`config.mk`:
```
export PLATFORM = sky130hd
export DESIGN_NAME = param_pattern_generator
export DESIGN_NICKNAME = d
export VERILOG_FILES = /design/src/rtl/param_pattern_generator.sv
export SDC_FILE = /design/constraint.sdc
export NUM_CORES = 1
export LEC_CHECK = 0
export ABC_AREA = 1
export ABC_CLOCK_PERIOD_IN_PS = 1600
export CORE_MARGIN = 10
export CORE_UTILIZATION = 38
export CTS_BUF_LIST = sky130_fd_sc_hd__clkbuf_16
export DETAILED_ROUTE_END_ITERATION = 10
export PLACE_DENSITY = 0.64
export REMOVE_ABC_BUFFERS = 1
export SLEW_MARGIN = 20
export SYNTH_ARGS = -nofsm -noshare
export SYNTH_HDL_FRONTEND = slang
export SYNTH_SLANG_ARGS = --single-unit
```
`constraint.sdc`:
```
create_clock -name Clock -period 1.6 [get_ports Clock]
set_input_delay 0.16 -clock Clock [delete_from_list [all_inputs] [get_ports Clock]]
set_output_delay 0.16 -clock Clock [all_outputs]
set_load 0.005 [all_outputs]
```
`src/rtl/param_pattern_generator.sv`:
```
// -----------------------------------------------------------------------------
// param_pattern_generator
//   Video test-pattern source. It walks a true X/Y raster, one pixel for each
//   cycle in which the sink accepts the current pixel. It emits checkerboard,
//   vertical-bar, horizontal-bar or solid colour patterns. Tile geometry
//   follows the raster position, and the pattern mode is latched only at
//   frame boundaries.
//
// Ports
//   Clock       in   1   system clock, rising edge
//   Reset       in   1   synchronous, active-high; zeroes raster, loads mode
//   VideoReady  in   1   sink consumed the current pixel; advance raster
//   Mode        in   2   requested pattern: 0 checker, 1 vbars, 2 hbars, 3 solid
//   video       out  24  current pixel {R,G,B}, zero latency from state
//   FrameStart  out  1   current pixel is (0,0)
//   LineStart   out  1   current pixel has x == 0
//   ActiveMode  out  2   mode in force for the current frame
// -----------------------------------------------------------------------------
module param_pattern_generator #(
  parameter int unsigned H_ACTIVE = 800,
  parameter int unsigned V_ACTIVE = 600,
  parameter int unsigned TILE_W   = 80,
  parameter int unsigned TILE_H   = 50,
  parameter logic [23:0] COLOR_A  = {8'd142, 8'd68, 8'd173},
  parameter logic [23:0] COLOR_B  = {8'd44, 8'd62, 8'd80},
  parameter logic [23:0] COLOR_C  = {8'd22, 8'd160, 8'd133},
  parameter logic [23:0] COLOR_D  = {8'd41, 8'd128, 8'd185}
) (
  input  logic        Clock,
  input  logic        Reset,
  input  logic        VideoReady,
  input  logic [1:0]  Mode,
  output logic [23:0] video,
  output logic        FrameStart,
  output logic        LineStart,
  output logic [1:0]  ActiveMode
);

  localparam int unsigned COLS = (H_ACTIVE + TILE_W - 1) / TILE_W;
  localparam int unsigned ROWS = (V_ACTIVE + TILE_H - 1) / TILE_H;

  localparam int unsigned XW  = (H_ACTIVE > 1) ? $clog2(H_ACTIVE) : 1;
  localparam int unsigned YW  = (V_ACTIVE > 1) ? $clog2(V_ACTIVE) : 1;
  localparam int unsigned TXW = (TILE_W > 1) ? $clog2(TILE_W) : 1;
  localparam int unsigned TYW = (TILE_H > 1) ? $clog2(TILE_H) : 1;
  // Tile indices keep at least two bits so the bar modes can always read [1:0].
  localparam int unsigned CW  = (COLS > 4) ? $clog2(COLS) : 2;
  localparam int unsigned RW  = (ROWS > 4) ? $clog2(ROWS) : 2;

  localparam logic [XW-1:0]  XLast  = XW'(H_ACTIVE - 1);
  localparam logic [YW-1:0]  YLast  = YW'(V_ACTIVE - 1);
  localparam logic [TXW-1:0] TxLast = TXW'(TILE_W - 1);
  localparam logic [TYW-1:0] TyLast = TYW'(TILE_H - 1);

  logic [XW-1:0]  r_x,    w_x_nxt;
  logic [YW-1:0]  r_y,    w_y_nxt;
  logic [TXW-1:0] r_tx,   w_tx_nxt;
  logic [TYW-1:0] r_ty,   w_ty_nxt;
  logic [CW-1:0]  r_col,  w_col_nxt;
  logic [RW-1:0]  r_row,  w_row_nxt;
  logic [1:0]     r_mode, w_mode_nxt;
  logic [1:0]     w_idx;

  // Raster advance. Line wrap overrides the in-line tile step, and frame wrap
  // overrides the line step.
  always_comb begin
    w_x_nxt    = r_x;
    w_y_nxt    = r_y;
    w_tx_nxt   = r_tx;
    w_ty_nxt   = r_ty;
    w_col_nxt  = r_col;
    w_row_nxt  = r_row;
    w_mode_nxt = r_mode;
    if (VideoReady) begin
      if (r_x == XLast) begin
        w_x_nxt   = '0;
        w_tx_nxt  = '0;
        w_col_nxt = '0;
        if (r_y == YLast) begin
          w_y_nxt    = '0;
          w_ty_nxt   = '0;
          w_row_nxt  = '0;
          w_mode_nxt = Mode;
        end else begin
          w_y_nxt = r_y + 1'b1;
          if (r_ty == TyLast) begin
            w_ty_nxt  = '0;
            w_row_nxt = r_row + 1'b1;
          end else begin
            w_ty_nxt = r_ty + 1'b1;
          end
        end
      end else begin
        w_x_nxt = r_x + 1'b1;
        if (r_tx == TxLast) begin
          w_tx_nxt  = '0;
          w_col_nxt = r_col + 1'b1;
        end else begin
          w_tx_nxt = r_tx + 1'b1;
        end
      end
    end
  end

  always_ff @(posedge Clock) begin
    if (Reset) begin
      r_x    <= '0;
      r_y    <= '0;
      r_tx   <= '0;
      r_ty   <= '0;
      r_col  <= '0;
      r_row  <= '0;
      r_mode <= Mode;
    end else begin
      r_x    <= w_x_nxt;
      r_y    <= w_y_nxt;
      r_tx   <= w_tx_nxt;
      r_ty   <= w_ty_nxt;
      r_col  <= w_col_nxt;
      r_row  <= w_row_nxt;
      r_mode <= w_mode_nxt;
    end
  end

  // Colour index from tile position and the latched mode.
  always_comb begin
    w_idx = 2'd0;
    unique case (r_mode)
      2'd0:    w_idx = {r_row[0], r_col[0]};
      2'd1:    w_idx = r_col[1:0];
      2'd2:    w_idx = r_row[1:0];
      default: w_idx = 2'd0;
    endcase
  end

  always_comb begin
    video = COLOR_A;
    unique case (w_idx)
      2'd0:    video = COLOR_A;
      2'd1:    video = COLOR_B;
      2'd2:    video = COLOR_C;
      default: video = COLOR_D;
    endcase
  end

  assign LineStart  = (r_x == '0);
  assign FrameStart = (r_x == '0) && (r_y == '0);
  assign ActiveMode = r_mode;

endmodule

```
==> impl_results.md, run 1 <==
- Status: complete, but fails checks
- Failing checks: negative setup slack
- Final min period: 1.881 ns
- Library cells used by synthesis: 35
- Largest net degree at the start of global routing: 12
- 1st-pass router iterations: 4
- Util after Layout: 0.5550
- Register area share after synthesis: 0.3344
- Max Slew Vio Count: 0
- Layout cells sized above 1: 0.3431
- Min-delay worst type: in -> reg
- Post-DRT Antenna Nets: 0
- RSZ-0062 raised after global routing: true
- YS warnings: 0
- GPL Wtd Cong: between 0.8 and 0.9
- CTS root buffer: clkbuf_16
- CP endpoint kind: output port
- CTS Hold Bufs: 0
- IO Count: 33
- Fmax: roughly 530 MHz
- Leakage Power: around 1.5 nW
- Logic pwr share: 0.084
- H-Tree Level Count: 2
- Total track usage: 0.1181
- Nets: 428
- Final worst slack: -0.2811 ns
- Clock net sink count: 39
- HPWL after detailed placement: around 4.5 mm
- Vias post-DR: between 2,000 and 2,500
- Gate Count Post-Synth: approximately 340
- Die X: between 90 and 100 um
- Inst Count DP: between 400 and 500
- Max incr delay on CP: 0.44 ns
- First-pass GRT wire length: 9.804 mm
- Worst path cell trace: nor3_2 > a31oi_4 > buf_6 > ha_4 > or2_4 > buf_2
- Global route overflow: 0
- WS Path Type: reg -> out
- Worst Path Required: roughly 1.4 ns
- Switching pwr: approximately 450 uW
- Peak supply drop: about 0.00045 V
- PwrDens: about 620 mW/mm^2
- Max-cap viol count: 0
- Power Internal: approximately 1.6 mW
- # setup viols final: 17
- Core area: between 0.006 and 0.007 sq mm
- Top delay family on crit path: simple AND/OR/NAND/NOR gates
- Syn Area/Cell: between 7 and 8 sq um
- Startpoint Class: register
- DRC Markers: 0
- Die area: ~0.0099 sq mm
- Vias/cell: roughly 4.7
- Worst EP arrival: roughly 1.7 ns
- Clock transition at the registers of the reported paths: around 0.050 ns
- Tot Pwr: ~2.1 mW
- Detail-routed net length per standard cell: ~12 um
- Deepest clock path buffer count: 2
- Period utilization: 1.176
- First-iteration detailed-routing DRC count: 75
- Clock power frac: 0.434
- Yosys reg bits: 39
- Clock Skew: 0.004021 ns
- Synth-to-layout area growth: 39.66%
- CTS tree: done
- Effective utilization at floorplan: 0.3974
- Port Buf Inserts: 29
- Sw Share: 0.2168
- Synth Cell Area: approximately 0.0024 sq mm
- Rows: 28
- Vias in the first global route: 2,256
- CP Buf/Inv Count: 2
- Ant. Diodes: 0
- Initial antenna violation count: 0
- CP max stage cell: edfxtp_1
- Final WL: 5.879 mm
- TritonCTS buffer count: 5
- Worst skew pair latency: between 0.2 and 0.3 ns
- Final setup TNS: -2.682 ns
- DIE HEIGHT: just under 100 um
- Fin. Hold Viols: 0
- Cell Count, Final, Fillers Out: 483
- Peak fanout along the critical path: 4
- Sequential share of power: 0.483
## sequential cells by signal (all words and copies together) (netlist names)
| signal | count |
|---|---|
| ActiveMode | 2 |
| r_col | 2 |
| r_row | 2 |
| r_tx | 7 |
| r_ty | 6 |
| r_x | 10 |
| r_y | 10 |
## routing by layer
metal | vias up | global-route usage | part of all wire
met4 | 0 | 0.05182 | 0.014
met1 | 1028 | 0.1327 | 0.44
met2 | 44 | 0.1999 | 0.49
met5 | - | 0 | 0
li1 | 1188 | - | -
met3 | 8 | 0.03737 | 0.056
## power groups by stage
stage | Sequential [mW] | Combinational, mW | Clock, mW
detailed placement | 1.02 | 0.167 | 0
CTS | 1.00 | 0.167 | 0.930
floorplan | 1.02 | 0.0670 | 0
global route | 1.01 | 0.192 | 0.976
finish | 1.01 | 0.174 | 0.904
global placement | 1.02 | 0.164 | 0
## worst reg2reg max path, delay by kind of cell (launching register included)
family                     cells  cell delay (ns)
buffers and inverters          2             0.27
adders and majority gates      1             0.18
and+or+nand+nor                5             0.40
DFF                            1             0.33
AOI/OAI and AO/OA              2             0.20
## kinds of logic after synthesis
| group | Yosys count | synth area share |
|---|---|---|
| DFF | 39 | 0.3344 |
| adders and majority gates | 14 | 0.07315 |
| xor gates and xnor gates | 16 | 0.05851 |
| AOI/OAI and AO/OA | 32 | 0.07420 |
| other | 1 | 0.001566 |
| and+or+nand+nor | 164 | 0.3224 |
| buffers and inverters | 70 | 0.1358 |
## placed cells by master (no fill, tap or decap), types with 4 or more instances in the layout
cell and count:
a21oi_1 12, buf_4 46, buf_6 22, clkbuf_16 5
clkdlybuf4s50_1 5, dfxtp_1 33, ha_1 5, ha_4 6
inv_1 41, inv_2 12, nand2_1 48, nand2_2 6
nand3_1 23, nand4_1 5, nor2_1 48, nor2_2 6
nor2_4 4, nor3_1 8, nor3_2 4, o21ai_0 9
o21ai_1 4, o21ai_2 4, xnor2_1 5, xor2_1 11
## per-stage QoR
stage / cell area (sq um) / setup slack [ns] / hold WS, ns
after floorplan: 2280 / -0.2248 / 0.2291
after global placement: 3002 / -0.3535 / 0.4719
after detailed placement: 3002 / -0.3933 / 0.4828
after CTS: 3199 / -0.3277 / 0.4322
after global routing: 3344 / -0.3837 / 0.4364
final: 3344 / -0.2811 / 0.4371
## cells in the mapped netlist, drive strengths merged
| library cell | instances | area share |
|---|---|---|
| a21oi | 12 | 0.025 |
| nand3 | 26 | 0.059 |
| clkinv | 2 | 0.0031 |
| xnor2 | 5 | 0.018 |
| conb | 1 | 0.0016 |
| edfxtp | 2 | 0.025 |
| buf | 15 | 0.050 |
| o21ai | 17 | 0.040 |
| nor2 | 58 | 0.10 |
| o211ai | 1 | 0.0031 |
| dfxtp | 37 | 0.31 |
| nor3 | 12 | 0.029 |
| ha | 14 | 0.073 |
| clkbuf | 1 | 0.0016 |
| a211oi | 1 | 0.0031 |
| xor2 | 11 | 0.040 |
| nand2 | 57 | 0.098 |
| or2 | 3 | 0.0078 |
| nand4 | 6 | 0.018 |
| inv | 52 | 0.082 |
| nand3b | 2 | 0.0063 |
| a31oi | 1 | 0.0026 |
## area by class of cell
type / instances / area [sq um]
inverter: 54 / 203.9
multi-input combinational: 229 / 1428
fill: 578 / 2681
timing repair buffer: 80 / 681.9
clock inverter: 1 / 3.754
tap: 75 / 93.84
clock buffer: 5 / 125.1
sequential: 39 / 808.3
## timing repair
action	4_1_cts	5_1_grt
resized for setup	104	54
setup buffers	2	5
pin swaps	10	15
setup endpoints to repair	23	38
## final timing paths
check                                        startpoint                      end  slack (ns)  cells past startpoint
worst max register to register      r_y[0]$_SDFFE_PP0P_      r_y[8]$_SDFFE_PP0P_        0.11                     10
worst max-delay path            ActiveMode[0]$_DFFE_PP_                video[10]       -0.28                      6
worst min register to register      r_y[8]$_SDFFE_PP0P_      r_y[8]$_SDFFE_PP0P_        0.49                      2
worst min-delay path                            Mode[1]  ActiveMode[1]$_DFFE_PP_        0.44                      1
Power figures use the tool's default switching activity.
==> inputs of run 2 (changes only) <==
- RECOVER_POWER: not set -> 50
==> impl_results.md, run 2 (synthesized netlist as in run 1, its figures left out) <==
- Total track usage: 0.1181
- Most common cell after layout, fill and taps aside: nor2_1
- Setup crit start: ActiveMode[0]$_DFFE_PP_
- First-pass GRT wire length: around 10 mm
- GPL Wtd Cong: ~0.84
- Core area: roughly 0.006 sq mm
- Clock Skew: just over 0.004 ns
- Status: complete, but fails checks
- Worst Path Required: 1.44 ns
- Vias/cell: ~4.7
- HPWL after detailed placement: 4.467 mm
- R2r worst-path depth: 7
- R2r setup slk: -0.05 ns
- Rows: 28
- Post-DRT Antenna Nets: 0
- Deepest clock path buffer count: 2
- # setup viols final: 20
- H-Tree Level Count: 2
- TritonCTS buffer count: 5
- Clock net sink count: 39
- IO Count: 33
- Die area: slightly below 0.01 sq mm
- Startpoint Class: register
- Fill count: 582
- Failing checks: negative setup slack
- DIE HEIGHT: between 90 and 100 um
- CP endpoint kind: output port
- Multi-input gate area: ~0.0014 sq mm
- Max-cap viol count: 0
- Sequential cell area: a little over 800 sq um
- Worst EP arrival: around 1.7 ns
- Capturing point of the worst reg2reg path: ActiveMode[1]$_DFFE_PP_
- Final WL: 5.887 mm
- Worst skew pair latency: 0.28 ns
- Nets: 428
- Top Usage Layer GRT: met2
- Util after Layout: 0.5502
- Final worst slack: -0.2858 ns
- 1st-pass router iterations: 4
- Detail-routed net length per standard cell: 12.19 um
- Final min period: about 1.9 ns
- Largest net degree at the start of global routing: 12
- Worst r2r src: r_x[1]$_SDFFE_PP0P_
- Fmax: around 530 MHz
- PwrDens: 627.6 mW/mm^2
- Max Slew Vio Count: 0
- Min-delay worst type: reg -> reg
- Inst Count DP: roughly 470
- WS Path Type: reg -> out
- Fin. Hold Viols: 0
- CTS root buffer: clkbuf_16
- Effective utilization at floorplan: 0.3974
- Final setup TNS: -2.862 ns
- First-iteration detailed-routing DRC count: 60
- Port Buf Inserts: 29
- Setup WS pre-CTS: -0.3933 ns
- Die X: ~99 um
- Vias post-DR: around 2,300
- Clock transition at the registers of the reported paths: approximately 0.05 ns
- Crit path capture: video[10]
- Leakage Power: about 1.5 nW
- RSZ-0062 raised after global routing: true
- Period utilization: 1.179
- Ant. Diodes: 0
- Cell Count, Final, Fillers Out: about 480
- Initial antenna violation count: 0
- Leading cell types in the layout, fill and taps excluded: nor2_1 (50), nand2_1 (49), buf_4 (44), inv_1 (41), dfxtp_1 (34)
- Grt met3 use: 0.03737
- Synth-to-layout area growth: 38.45%
- CTS tree: done
- Largest regs: r_x (10), r_y (10), r_tx (7)
- DRC Markers: 0
- Met2 usage: 0.1999
- Peak supply drop: about 0.00045 V
- Layout cells sized above 1: 0.3284
- Vias in the first global route: ~2,300
- Grt met1 use: 0.1327
- Global route overflow: 0
- Peak fanout along the critical path: 4
[run 2: power breakdown]
group	switching, mW	internal, mW	leakage, nW
clock network	0.351	0.553	0.0669
logic	0.0862	0.0857	1.09
registers	0.0136	0.991	0.319
total	0.451	1.63	1.47
[run 2: cell type report]
| type | instances | share of cell area |
|---|---|---|
| timing repair buffer | 80 | 0.2057 |
| tap | 75 | 0.02830 |
| clock inverter | 1 | 0.001132 |
| clock buffer | 5 | 0.03774 |
| multi-input combinational | 229 | 0.4223 |
| sequential | 39 | 0.2434 |
| inverter | 54 | 0.06151 |
[run 2: critical path, stage by stage (launching register included)]
cell      delay [ns]
edfxtp_1        0.45
nor3_2          0.28
a31oi_4         0.06
buf_6           0.15
ha_4            0.15
or2_4           0.23
buf_2           0.12
[run 2: how the worst min path moves through the flow]
| stage | from | end | slack, ns | depth (start not counted) |
|---|---|---|---|---|
| after global placement | r_y[8]$_SDFFE_PP0P_ | r_y[8]$_SDFFE_PP0P_ | 0.47 | 2 |
| final | r_y[8]$_SDFFE_PP0P_ | r_y[8]$_SDFFE_PP0P_ | 0.49 | 2 |
| after CTS | Mode[1] | ActiveMode[1]$_DFFE_PP_ | 0.43 | 1 |
| after detailed placement | r_y[8]$_SDFFE_PP0P_ | r_y[8]$_SDFFE_PP0P_ | 0.48 | 2 |
| after floorplan | Reset | r_col[0]$_SDFFE_PP0P_ | 0.23 | 1 |
| after global routing | Mode[1] | ActiveMode[1]$_DFFE_PP_ | 0.51 | 1 |
[run 2: what timing repair did]
| action | CTS | global route |
|---|---|---|
| resized for setup | 104 | 54 |
| pin swaps | 10 | 15 |
| buffers inserted | 2 | 5 |
| setup endpoints to repair | 23 | 38 |
| hold buffers | 0 | 0 |
[run 2: metrics by stage]
stage	area [sq um]	hold WS, ns	total power [mW]
5_1_grt	3316	0.5063	2.172
3_5_place_dp	3002	0.4828	1.190
4_1_cts	3199	0.4322	2.099
3_3_place_gp	3002	0.4719	1.186
2_1_floorplan	2280	0.2291	1.088
6_report	3316	0.4879	2.081
[run 2: layer usage]
metal / wire length (um) / part of all wire / vias up
li1: - / - / 1186
met1: 2600 / 0.44 / 1024
met2: 2884 / 0.49 / 40
met3: 318 / 0.054 / 8
met4: 83 / 0.014 / 0
met5: 0 / 0 / -
